## config.mk

```make
export PLATFORM = sky130hd
export DESIGN_NAME = ram_arbiter
export DESIGN_NICKNAME = d
export VERILOG_FILES = /design/src/rtl/ram_arbiter.sv
export SDC_FILE = /design/constraint.sdc
export NUM_CORES = 1
export LEC_CHECK = 0
export CAP_MARGIN = 30
export CORE_MARGIN = 1
export CORE_UTILIZATION = 35
export DETAILED_ROUTE_END_ITERATION = 12
export PLACE_DENSITY = 0.7
export SKIP_CTS_REPAIR_TIMING = 1
export SLEW_MARGIN = 20
export SYNTH_ARGS = -nofsm -noshare
export SYNTH_HDL_FRONTEND = slang
export SYNTH_SLANG_ARGS = --single-unit
```

## constraint.sdc

```tcl
create_clock -name clk -period 3.5 [get_ports clk]
set_clock_uncertainty 0.2 [all_clocks]
set_input_delay 0.7 -clock clk [delete_from_list [all_inputs] [get_ports clk]]
set_output_delay 0.7 -clock clk [all_outputs]
set_load 0.03 [all_outputs]
```

## src/rtl/ram_arbiter.sv

```systemverilog
// Two-port (CPU / DMA) arbiter in front of an 8 KB synchronous RAM.
// Each access takes IDLE -> ISSUE -> CAPTURE, and the ack arrives in the next IDLE cycle.
module ram_arbiter #(
  parameter int unsigned STARVE_LIMIT = 4
) (
  input  logic        clk,
  input  logic        rst,
  input  logic        cpu_req,
  input  logic        cpu_we,
  input  logic [12:0] cpu_addr,
  input  logic [7:0]  cpu_din,
  output logic        cpu_ack,
  output logic [7:0]  cpu_dout,
  input  logic        dma_req,
  input  logic        dma_we,
  input  logic [12:0] dma_addr,
  input  logic [7:0]  dma_din,
  output logic        dma_ack,
  output logic [7:0]  dma_dout,
  output logic [12:0] ram_addr,
  output logic        ram_we,
  output logic [7:0]  ram_din,
  input  logic [7:0]  ram_dout,
  output logic        busy
);

  localparam logic [1:0] IDLE    = 2'd0;
  localparam logic [1:0] ISSUE   = 2'd1;
  localparam logic [1:0] CAPTURE = 2'd2;
  localparam logic [3:0] LIMIT   = 4'(STARVE_LIMIT);

  logic [1:0] state;
  logic       owner_dma;
  logic [3:0] starve_cnt;

  logic cpu_elig;
  logic dma_elig;
  logic grant_any;
  logic grant_dma;

  // A port in its ack cycle is masked so one request is never granted twice.
  always_comb begin
    cpu_elig  = cpu_req & ~cpu_ack;
    dma_elig  = dma_req & ~dma_ack;
    grant_any = cpu_elig | dma_elig;
    grant_dma = dma_elig & (~cpu_elig | (starve_cnt == LIMIT));
  end

  always_ff @(posedge clk) begin
    if (rst) begin
      state      <= IDLE;
      owner_dma  <= 1'b0;
      starve_cnt <= 4'd0;
      ram_addr   <= 13'd0;
      ram_din    <= 8'd0;
      ram_we     <= 1'b0;
      cpu_ack    <= 1'b0;
      dma_ack    <= 1'b0;
      cpu_dout   <= 8'd0;
      dma_dout   <= 8'd0;
      busy       <= 1'b0;
    end else begin
      cpu_ack <= 1'b0;
      dma_ack <= 1'b0;
      case (state)
        IDLE: begin
          if (grant_any) begin
            state     <= ISSUE;
            busy      <= 1'b1;
            owner_dma <= grant_dma;
            ram_addr  <= grant_dma ? dma_addr : cpu_addr;
            ram_din   <= grant_dma ? dma_din  : cpu_din;
            ram_we    <= grant_dma ? dma_we   : cpu_we;
          end else begin
            state  <= IDLE;
            busy   <= 1'b0;
            ram_we <= 1'b0;
          end
          // Counts CPU wins over a waiting DMA; any DMA win or DMA-quiet cycle clears it.
          if (!dma_req || grant_dma) begin
            starve_cnt <= 4'd0;
          end else if (grant_any && (starve_cnt != LIMIT)) begin
            starve_cnt <= starve_cnt + 4'd1;
          end else begin
            starve_cnt <= starve_cnt;
          end
        end
        ISSUE: begin
          state  <= CAPTURE;
          busy   <= 1'b1;
          ram_we <= 1'b0;
        end
        CAPTURE: begin
          state  <= IDLE;
          busy   <= 1'b0;
          ram_we <= 1'b0;
          if (owner_dma) begin
            dma_dout <= ram_dout;
            dma_ack  <= 1'b1;
          end else begin
            cpu_dout <= ram_dout;
            cpu_ack  <= 1'b1;
          end
        end
        default: begin
          state  <= IDLE;
          busy   <= 1'b0;
          ram_we <= 1'b0;
        end
      endcase
    end
  end

endmodule
```

# After elaboration in Yosys (flattened, before gate mapping)
# Index checks and enable logic that the tools add are counted.
[word_totals]
register_bits = 48
inputBits = 56
output_inout_bits = 41
elab_cells = 50
[op_classes]
n_addsub = 1
eq_ne = 4
mux = 11
n_bitwise = 12
n_reduce_logical = 11
[op_table]
columns = ["operator", "count"]
rows = [
  ["13-bit 2-to-1 mux", 1],
  ["4-bit 2-to-1 mux", 2],
  ["8-bit 2-to-1 mux", 1],
  ["2-bit AND reduction", 4],
  ["1-bit NOT", 7],
  ["1-bit 2-to-1 mux", 5],
  ["4-bit by 1-bit adder with 4-bit output, second input constant", 1],
  ["4-bit by 3-bit == test with 1-bit output, second input constant", 1],
  ["4-bit by 3-bit inequality test with 1-bit output, second input constant", 1],
  ["2-bit case mux with 2 select lines", 1],
  ["1-bit AND", 3],
  ["3-bit OR reduction", 1],
  ["2-bit by 1-bit == test with 1-bit output, second input constant", 1],
  ["2-bit == test, second input constant", 1],
  ["2-bit zero test", 1],
  ["1-bit bitwise OR", 2],
  ["1-bit case mux with 2 select lines", 1],
  ["2-bit nonzero test", 1],
  ["2-bit OR reduction", 1],
  ["1-bit logical AND", 1],
  ["1-bit zero test", 1],
  ["1-bit logical OR", 1],
]

# Depth between registers and ports, before layout
# Gate-level depths: netlist of the first run.
[depth]
depth_word = 8
mapped_depth = 7
ltp_nobuf = 6

# Worst setup path before layout of the first run
# Ideal clock, no wire load.
[synth_path]
path_kind = "input -> register"
startpoint = "input port cpu_req"
endpoint = "register starve_cnt[2]"
setup_ps = 139
arrival_ps = 1434
t_required_ps = 3161
setup_slack_ps = 1727
path_stages = 4
path_buffers = 0
cell_sequence = "nor2b_4 a21oi_2 o311ai_0 o311ai_1"
[synth_between]
elab_chain_len = 7
word_cells_on_any_way = 10
classes_between = "mux (1); bitwise (5); reduce/logical (4)"
[synth_lines]
columns = ["element", "line_no", "text"]
rows = [
  ["start, declared", "8", "input logic cpu_req,"],
  ["1-bit AND (*)", "43", "cpu_elig = cpu_req & ~cpu_ack;"],
  ["1-bit NOT", "46", "grant_dma = dma_elig & (~cpu_elig | (starve_cnt == LIMIT));"],
  ["1-bit bitwise OR", "46", ""],
  ["1-bit AND", "46", ""],
  ["1-bit logical OR", "80", "if (!dma_req || grant_dma) begin"],
  ["2-bit nonzero test (no source line)", "-", ""],
  ["2-bit AND reduction (no source line)", "-", ""],
  ["end signal, assigned", "83", "starve_cnt <= starve_cnt + 4'd1;"],
  ["end signal, assigned", "85", "starve_cnt <= starve_cnt;"],
  ["end, declared", "34", "logic [3:0] starve_cnt;"],
]
# Every way passes the cells marked *; elsewhere a longest branch is shown, timed or not.
# A chain may end at the register's enable or synchronous reset.

# Worst setup path after layout of the first run
[layout_path]
startpoint = "register dma_ack"
endpoint = "output port dma_ack"
[layout_lines]
columns = ["element", "line_no", "text"]
rows = [
  ["start, declared", "18", "output logic dma_ack,"],
  ["start signal, assigned", "58", "dma_ack <= 1'b0;"],
  ["start signal, assigned", "64", "dma_ack <= 1'b0;"],
  ["start signal, assigned", "99", "dma_ack <= 1'b1;"],
]
# No word-level cell between the ends.

==> results_dict.tcl, run 1 <==
set metrics [dict create \
    drv_cap 0 \
    cp_max_fo 5 \
    grt_pass1_wl_um 8870 \
    outcome "finished, final reports clean" \
    critPathBufInv 1 \
    relSlewSlack_pct 40.0 \
    fmax_ghz 0.421 \
    cp.arrival_ps 1480 \
    grtUsageTotal_pct 18.0 \
    ys_ff_latch 48 \
    h-tree-depth 2 \
    ir_worst_vdd_mv 0.250 \
    num_io_pins 97 \
    tightest_slew_ps 896 \
    power.leakage_nw 1.21 \
    critPathRequiredTime_ps 2600 \
    hold_class "reg2reg" \
    vias 1918 \
    place.gp.congestion 0.754 \
    yosysWarningCount 0 \
    core_area_mm2 0.00564 \
    yosysTopAreaCellShare_pct 45.6 \
    layout_min_cycle_time_ps 2380 \
    final_util_pct 56.3 \
    fillers 498 \
    drt_wl_total_um 5440 \
    ys_seq_area_share_pct 45.6 \
    ys_types 37 \
    p_per_area_mw_per_mm2 431 \
    synth_cells 226 \
    multi_input_area_mm2 0.00102 \
    end_kind "output port" \
    critical_path.slowest_cell "clkdlybuf4s50_1" \
    overflow 0 \
    area_growth_pct 50.6 \
    rows 27 \
    crit_family "buffers and inverters" \
    clkTransAtPathRegs_ps 90 \
    drt_pass1_iterations 4 \
    cts-buffers-inserted 5 \
    start_util_pct 37.4 \
    layout.area.seq_um2 961 \
    tns_ps 0 \
    finalHoldViolCount 0 \
    grt_pass1_vias 1875 \
    grt_max_degree 25 \
    drc_errors 0 \
    diodes 0 \
    numPortBuffers 96 \
    drive_above_1_share_pct 12.7 \
    dp.final_hpwl_um 3770 \
    syn_area_mm2 0.00211 \
    clockRootBuffer "clkbuf_8" \
    synth_area_leaders "dfxtp_1, a21oi_2, mux2i_1" \
    avgViaCountPerCell 4.96 \
    die_h_um 79.6 \
    die_w_um 79.6 \
    synth_nets 284 \
    yosys.area.top_type "dfxtp_1" \
    critPathLaunchType "flip-flop" \
    die_area_mm2 0.00634 \
    period_share_pct 67.9 \
    ctsLongestPathBuffers 2 \
    cts.sinks 48 \
    max_stage_delay_ps 720 \
    drv_slew 0 \
    antenna_found_initial 0 \
    worstSetupPathType "reg2out" \
    final_nets 372 \
    detail_route.iter0.violations 50 \
    cp_cell_sequence "clkdlybuf4s50_1" \
    rsz0062_at_grt "no" \
    finalSetupViolCount 0 \
    avgSynthCellArea_um2 9.33 \
    tritoncts "yes" \
    ant_nets 0 \
    wl_per_cell_um 14.1 \
    clk_latency_ps 300 \
]
[cell type report]
cell class / count / share of cell area (%)
well taps: 72 / 2.84
flip-flops and latches: 48 / 30.2
multi-input cells: 156 / 32.1
repair buffers: 97 / 30.5
clock buffers: 5 / 2.17
clock inverters: 3 / 1.46
inverters: 6 / 0.709
[power by group]
| group | internal (W) | switching, W |
|---|---|---|
| combinational | 0.000161 | 0.000189 |
| clock | 0.000215 | 0.000197 |
| sequential | 0.000584 | 0.0000223 |
| total | 0.000961 | 0.000408 |
[registers in the layout (all words and copies together), names as in the netlist]
| signal | flops |
|---|---|
| ram_addr | 13 |
| owner_dma | 1 |
| busy | 1 |
| state | 2 |
| cpu_dout | 8 |
| cpu_ack | 1 |
| ram_din | 8 |
| dma_ack | 1 |
| ram_we | 1 |
| dma_dout | 8 |
| starve_cnt | 4 |
[layout by cell type, fill, tap and decap left out, types with 2 or more instances in the layout]
cell type / Yosys / final
a21oi_1: 25 / 25
a21oi_2: 20 / 20
clkbuf_8: 0 / 5
clkdlybuf4s50_1: 0 / 96
dfxtp_1: 48 / 48
ha_1: 2 / 2
inv_1: 6 / 6
mux2i_1: 17 / 17
nand2_1: 24 / 24
nor2_1: 18 / 18
nor2b_4: 2 / 2
nor3_1: 4 / 4
o21ai_0: 18 / 18
o21ai_1: 3 / 3
o32ai_1: 2 / 2
[final timing paths]
kind	start	endpoint	slack, ps	depth (start not counted)
setup / recovery	dma_ack$_SDFF_PP0_	dma_ack	1120	1
setup reg to reg	state[1]$_SDFF_PP0_	cpu_dout[4]$_SDFFE_PP0P_	1560	3
hold reg to reg	owner_dma$_SDFFE_PP0P_	owner_dma$_SDFFE_PP0P_	290	2
hold / removal	owner_dma$_SDFFE_PP0P_	owner_dma$_SDFFE_PP0P_	290	2
[logic make-up (layout without fill, tap and decap cells)]
kind of cell    after synthesis  in the layout  synth area share (%)
compound gates               76             76                  24.3
xor+xnor                      1              1                 0.415
mux                          17             17                  8.07
flops                        48             48                  45.6
fa+ha+maj                     2              2                  1.19
buf+inv                      22            111                  6.35
simple gates                 60             60                  14.1
[metrics by stage]
stage,instances,power (W),setup WS [ps],cell area (um2),hold WS [ps]
final,387,0.00137,1120,3180,293
after floorplan,226,0.000821,1730,2110,250
after CTS,387,0.00139,1100,3180,295
after detailed placement,379,0.000971,946,3060,279
after global placement,379,0.000968,983,3060,273
after global routing,387,0.00144,1080,3180,340
[cell usage after synthesis (all sizes together)]
master / number
nand3: 2
buf: 12
nand4: 1
o2111ai: 1
nor3: 4
nor2: 19
nand2b: 1
o21ai: 22
and2: 2
clkbuf: 4
dfxtp: 48
nand2: 24
mux2i: 17
xnor2: 1
inv: 6
o31ai: 1
o21a: 1
a21oi: 46
a21o: 1
o311ai: 2
o32ai: 2
ha: 2
nor2b: 3
nand3b: 2
nor3b: 2
[routing by layer]
metal	vias to the layer above	wire [um]	GRT usage, %
met4	0	0	4.36
met2	46	2790	32.6
li1	955	-	-
met5	-	0	0
met1	917	2410	21.1
met3	0	235	4.11
Power figures use the tool's default switching activity.
==> run 2: changes to the inputs <==
PLACE_DENSITY = 0.72   (was 0.7)
clock period = 2.04 ns   (was 3.5 ns; I/O delays follow)
==> run 2 against run 1 <==
  * Global-route usage decreased by 0.37 points
  * Cell area increased by 1.5%
  * Core utilization increased by 0.84 points
  * Flip-flop and latch count unchanged
  * Non-clock buffer count increased by 7
  * Sequential power increased by 71%
==> results_dict.tcl, run 2 (same netlist as run 1, synthesis figures left out) <==
set metrics [dict create \
    wl_per_cell_um 14.1 \
    cp_cell_sequence "clkdlybuf4s50_1" \
    drive_above_1_share_pct 14.6 \
    grt_pass1_vias 1866 \
    clkTransAtPathRegs_ps 90 \
    area_growth_pct 52.8 \
    drv_cap 0 \
    start_util_pct 37.4 \
    p_clk_share_pct 25.9 \
    dp.final_hpwl_um 3860 \
    finalHoldViolCount 0 \
    cp_max_fo 2 \
    drc_errors 0 \
    grt_max_degree 25 \
    final_nets 379 \
    critical_path.slowest_cell "clkdlybuf4s50_1" \
    worstSetupPathType "reg2out" \
    rsz0062_at_grt "no" \
    num_io_pins 97 \
    layout_min_cycle_time_ps 1950 \
    p_per_area_mw_per_mm2 694 \
    die_h_um 79.6 \
    pwr-share-seq_pct 46.4 \
    total_power_w 0.00224 \
    relSlewSlack_pct 54.9 \
    drt_pass1_iterations 5 \
    intPower_w 0.00153 \
    avgViaCountPerCell 4.96 \
    numPortBuffers 96 \
    critPathBufInv 1 \
    clk_latency_ps 300 \
    holdWs_ps 288 \
    tritoncts "yes" \
    cp.arrival_ps 1340 \
    detail_route.iter0.violations 69 \
    grt_pass1_wl_um 8580 \
    drt_wl_total_um 5540 \
    critPathLaunchType "flip-flop" \
    fillers 537 \
    overflow 0 \
    fmax_ghz 0.514 \
    cts-buffers-inserted 5 \
    ir_worst_vdd_mv 0.359 \
    max_stage_delay_ps 680 \
    final_cell_mix "clkdlybuf4s50_1, dfxtp_1, a21oi_1, nand2_1, a21oi_2" \
    period_share_pct 95.4 \
    p_switching_w 0.000703 \
    largest_register "ram_addr" \
    finalSetupViolCount 0 \
    core_area_mm2 0.00564 \
    critPathRequiredTime_ps 1430 \
    clockRootBuffer "clkbuf_8" \
    die_w_um 79.6 \
    drv_slew 0 \
    crit_family "buffers and inverters" \
    hold_class "reg2reg" \
    ant_nets 0 \
    r2r_slack_ps 130 \
    layout_commonest_cell "clkdlybuf4s50_1" \
    end_kind "output port" \
    h-tree-depth 2 \
    antenna_found_initial 0 \
    largest_register_ffs 13 \
    ctsLongestPathBuffers 2 \
    vias 1956 \
    diodes 0 \
    tightest_slew_ps 673 \
    die_area_mm2 0.00634 \
    rows 27 \
    power.leakage_nw 1.27 \
    place.gp.congestion 0.737 \
    power_switching_share_pct 31.4 \
    grtUsageTotal_pct 17.6 \
    cts.sinks 48 \
    comb_power_share_pct 27.6 \
    outcome "finished, final reports clean" \
]
==> run 2: per-stage QoR <==
stage | setup WS, ps | utilization (%) | std cells | area [um2] | setup TNS [ps]
6_report | 94.5 | 57.2 | 394 | 3220 | 0
5_1_grt | 9.62 | 57.2 | 394 | 3220 | 0
4_1_cts | -40.9 | 57.1 | 394 | 3220 | -40.9
3_5_place_dp | -155 | 55.4 | 386 | 3130 | -2730
3_3_place_gp | -82.8 | 55.4 | 386 | 3130 | -1600
2_1_floorplan | 469 | - | 226 | 2110 | 0
==> run 2: power groups by stage <==
stage	combinational (W)	clock (W)	sequential (W)
after CTS	0.000622	0.000601	0.00104
after global routing	0.000658	0.000639	0.00105
after detailed placement	0.000619	0	0.00106
final	0.000618	0.000580	0.00104
after global placement	0.000611	0	0.00106
after floorplan	0.000233	0	0.00118
==> run 2: routing by layer <==
metal  up-vias  part of all wire [%]  track usage, %  wire length [um]
li1        971                     -               -                 -
met1       916                    45            20.9              2490
met2        59                    48            30.1              2650
met3        10                   4.9            3.09               271
met4         0                   2.3            9.09               129
met5         -                     0               0                 0
==> run 2: layout make-up <==
cell class | count | area (um2) | area share [%]
Tap cell | 72 | 90.1 | 2.79
Clock buffer | 5 | 68.8 | 2.13
Clock inverter | 3 | 23.8 | 0.737
Sequential cell | 48 | 961 | 29.8
Inverter | 6 | 22.5 | 0.698
Multi-Input combinational cell | 156 | 1020 | 31.6
Timing Repair Buffer | 104 | 1040 | 32.2
==> run 2: worst paths after layout <==
check | from | cells past startpoint | to
max | dma_dout[7]$_SDFFE_PP0P_ | 1 | dma_dout[7]
min | owner_dma$_SDFFE_PP0P_ | 2 | owner_dma$_SDFFE_PP0P_
max reg2reg | starve_cnt[0]$_SDFFE_PP0P_ | 6 | ram_din[5]$_SDFFE_PP0P_
min reg2reg | owner_dma$_SDFFE_PP0P_ | 2 | owner_dma$_SDFFE_PP0P_
==> run 3: changes to the inputs <==
--- a/constraint.sdc
+++ b/constraint.sdc
@@ -4,2 +4,2 @@
 set_output_delay 0.408 -clock clk [all_outputs]
-set_load 0.03 [all_outputs]
+set_load 0.1 [all_outputs]
==> run 3 against run 2 <==
  * Non-clock buffer count grew 1
  * Combinational power increased by 73%
  * Clock power is 22% higher
  * Fmax hardly changed
  * Critical path depth up 5
  * Die area stayed put
  * Critical path type is now reg2reg
  * Largest power group unchanged
  * Highest routed layer unchanged
==> results_dict.tcl, run 3 (same netlist as run 1, synthesis figures left out) <==
set metrics [dict create \
    detail_route.iter0.violations 82 \
    area_growth_pct 74.0 \
    p_switching_w 0.00106 \
    clkTransAtPathRegs_ps 80 \
    layout_commonest_cell "clkdlybuf4s50_1" \
    r2r_slack_ps 90 \
    start_util_pct 37.4 \
    critPathLaunchType "flip-flop" \
    outcome "finished, final reports clean" \
    critical_path.slowest_cell "a21oi_2" \
    worstReg2RegStart "starve_cnt[0]$_SDFFE_PP0P_" \
    intPower_w 0.00179 \
    cp_cell_sequence "inv_1 > ha_1 > nand3b_2 > a21oi_2 > a21oi_1 > a21oi_2" \
    cp.arrival_ps 1980 \
    vias 1972 \
    reg2reg_depth 6 \
    ant_nets 0 \
    hold_class "reg2reg" \
    p_clk_share_pct 24.9 \
    critPathRequiredTime_ps 2080 \
    grt_pass1_vias 1986 \
    grt_pass1_wl_um 9430 \
    die_h_um 79.6 \
    pwr-share-seq_pct 37.7 \
    die_w_um 79.6 \
    drc_errors 0 \
    drv_slew 0 \
    num_io_pins 97 \
    h-tree-depth 2 \
    rows 27 \
    end_kind "flip-flop" \
    grtUsageTotal_pct 19.2 \
    total_power_w 0.00285 \
    diodes 0 \
    antenna_found_initial 0 \
    cts-buffers-inserted 5 \
    finalSetupViolCount 0 \
    overflow 0 \
    r2r-end "ram_addr[4]$_SDFFE_PP0P_" \
    worstSetupPathType "reg2reg" \
    largest_register_ffs 13 \
    clockRootBuffer "clkbuf_8" \
    cp_max_fo 11 \
    whs_path_depth 2 \
    finalInstanceArea_mm2 0.00367 \
    crit_path_frequent_cell "a21oi_2" \
    comb_power_share_pct 37.4 \
    layout_min_cycle_time_ps 1950 \
    power_switching_share_pct 37.2 \
    core_area_mm2 0.00564 \
    clk_latency_ps 300 \
    drive_above_1_share_pct 28.1 \
    dp.final_hpwl_um 4110 \
    rsz0062_at_grt "no" \
    relSlewSlack_pct 55.4 \
    cts.sinks 48 \
    hold_end "starve_cnt[0]$_SDFFE_PP0P_" \
    largest_register "ram_addr" \
    avgViaCountPerCell 4.98 \
    place.gp.congestion 0.733 \
    fmax_ghz 0.514 \
    power.leakage_nw 1.46 \
    grt_max_degree 25 \
    p_per_area_mw_per_mm2 777 \
    tritoncts "yes" \
    wl_per_cell_um 14.6 \
    die_area_mm2 0.00634 \
    drv_cap 0 \
    numPortBuffers 96 \
    postPlaceCellArea_mm2 0.00355 \
    max_stage_delay_ps 570 \
    ir_worst_vdd_mv 0.515 \
    period_share_pct 95.4 \
    ctsLongestPathBuffers 2 \
    final_cell_mix "clkdlybuf4s50_1, dfxtp_1, buf_12, a21oi_1, nand2_1" \
    drt_pass1_iterations 4 \
    drt_wl_total_um 5780 \
    hold_start "starve_cnt[0]$_SDFFE_PP0P_" \
    final_nets 381 \
    finalHoldViolCount 0 \
    tightest_slew_ps 666 \
]
==> run 3: cell types whose count changed in the layout (fill, tap and decap cells not counted), sizes merged <==
cell           before  now
clkinv              1    0
buf                 8   50
a21oi              46   47
clkinvlp            2    1
inv                 6    7
bufinv              0    1
dlymetal6s2s        2    0
clkdlybuf4s50      94   55
==> run 3: area by class of cell <==
type                       count  area, um2
tap                           72       90.1
clock buffer                   5       68.8
sequential                    48        962
multi-input combinational    157       1030
timing repair buffer         105       1450
inverter                       6       22.5
clock inverter                 3       46.3
fill                         439       1970
==> run 3: metrics by stage <==
stage	util (%)	setup WS, ps	hold slack [ps]	setup TNS, ps	cells
after floorplan	-	2.39	250	0	226
after global placement	62.9	-78.1	268	-1540	387
after detailed placement	62.9	-142	300	-2800	387
after CTS	64.9	98.7	323	0	395
after global routing	65.0	9.67	368	0	396
final	65.0	94.8	322	0	396
==> run 3: power by group through the flow <==
stage / Clock (W) / Sequential, W / Combinational, W
floorplan: 0 / 0.00149 / 0.000233
global placement: 0 / 0.00109 / 0.00106
detailed placement: 0 / 0.00110 / 0.00107
CTS: 0.000726 / 0.00108 / 0.00107
global route: 0.000763 / 0.00109 / 0.00111
finish: 0.000709 / 0.00107 / 0.00107
==> run 3: metal layers <==
metal / vias up / routed length (um) / GRT usage [%]
met5: - / 0 / 0
met4: 0 / 138 / 8.00
met3: 10 / 264 / 4.11
met2: 51 / 2850 / 32.7
met1: 937 / 2520 / 23.1
li1: 974 / - / -
==> run 3: worst max path at each step <==
| stage | from | end | slack, ps | depth (start not counted) |
|---|---|---|---|---|
| 3_5_place_dp | dma_req | ram_din[7]$_SDFFE_PP0P_ | -140 | 5 |
| 4_1_cts | starve_cnt[0]$_SDFFE_PP0P_ | ram_din[7]$_SDFFE_PP0P_ | 100 | 6 |
| 6_report | starve_cnt[0]$_SDFFE_PP0P_ | ram_addr[4]$_SDFFE_PP0P_ | 90 | 6 |
| 2_1_floorplan | dma_ack$_SDFF_PP0_ | ram_addr[0]$_SDFFE_PP0P_ | 2 | 5 |
| 3_3_place_gp | dma_req | ram_addr[3]$_SDFFE_PP0P_ | -80 | 5 |
| 5_1_grt | starve_cnt[0]$_SDFFE_PP0P_ | ram_addr[7]$_SDFFE_PP0P_ | 10 | 6 |
==> run 3: critical path: cells and delay by family, from the launching register on <==
family | cells | cell delay, ps
compound gates | 3 | 920
fa+ha+maj | 1 | 160
buf+inv | 1 | 90
flops | 1 | 340
simple gates | 1 | 180
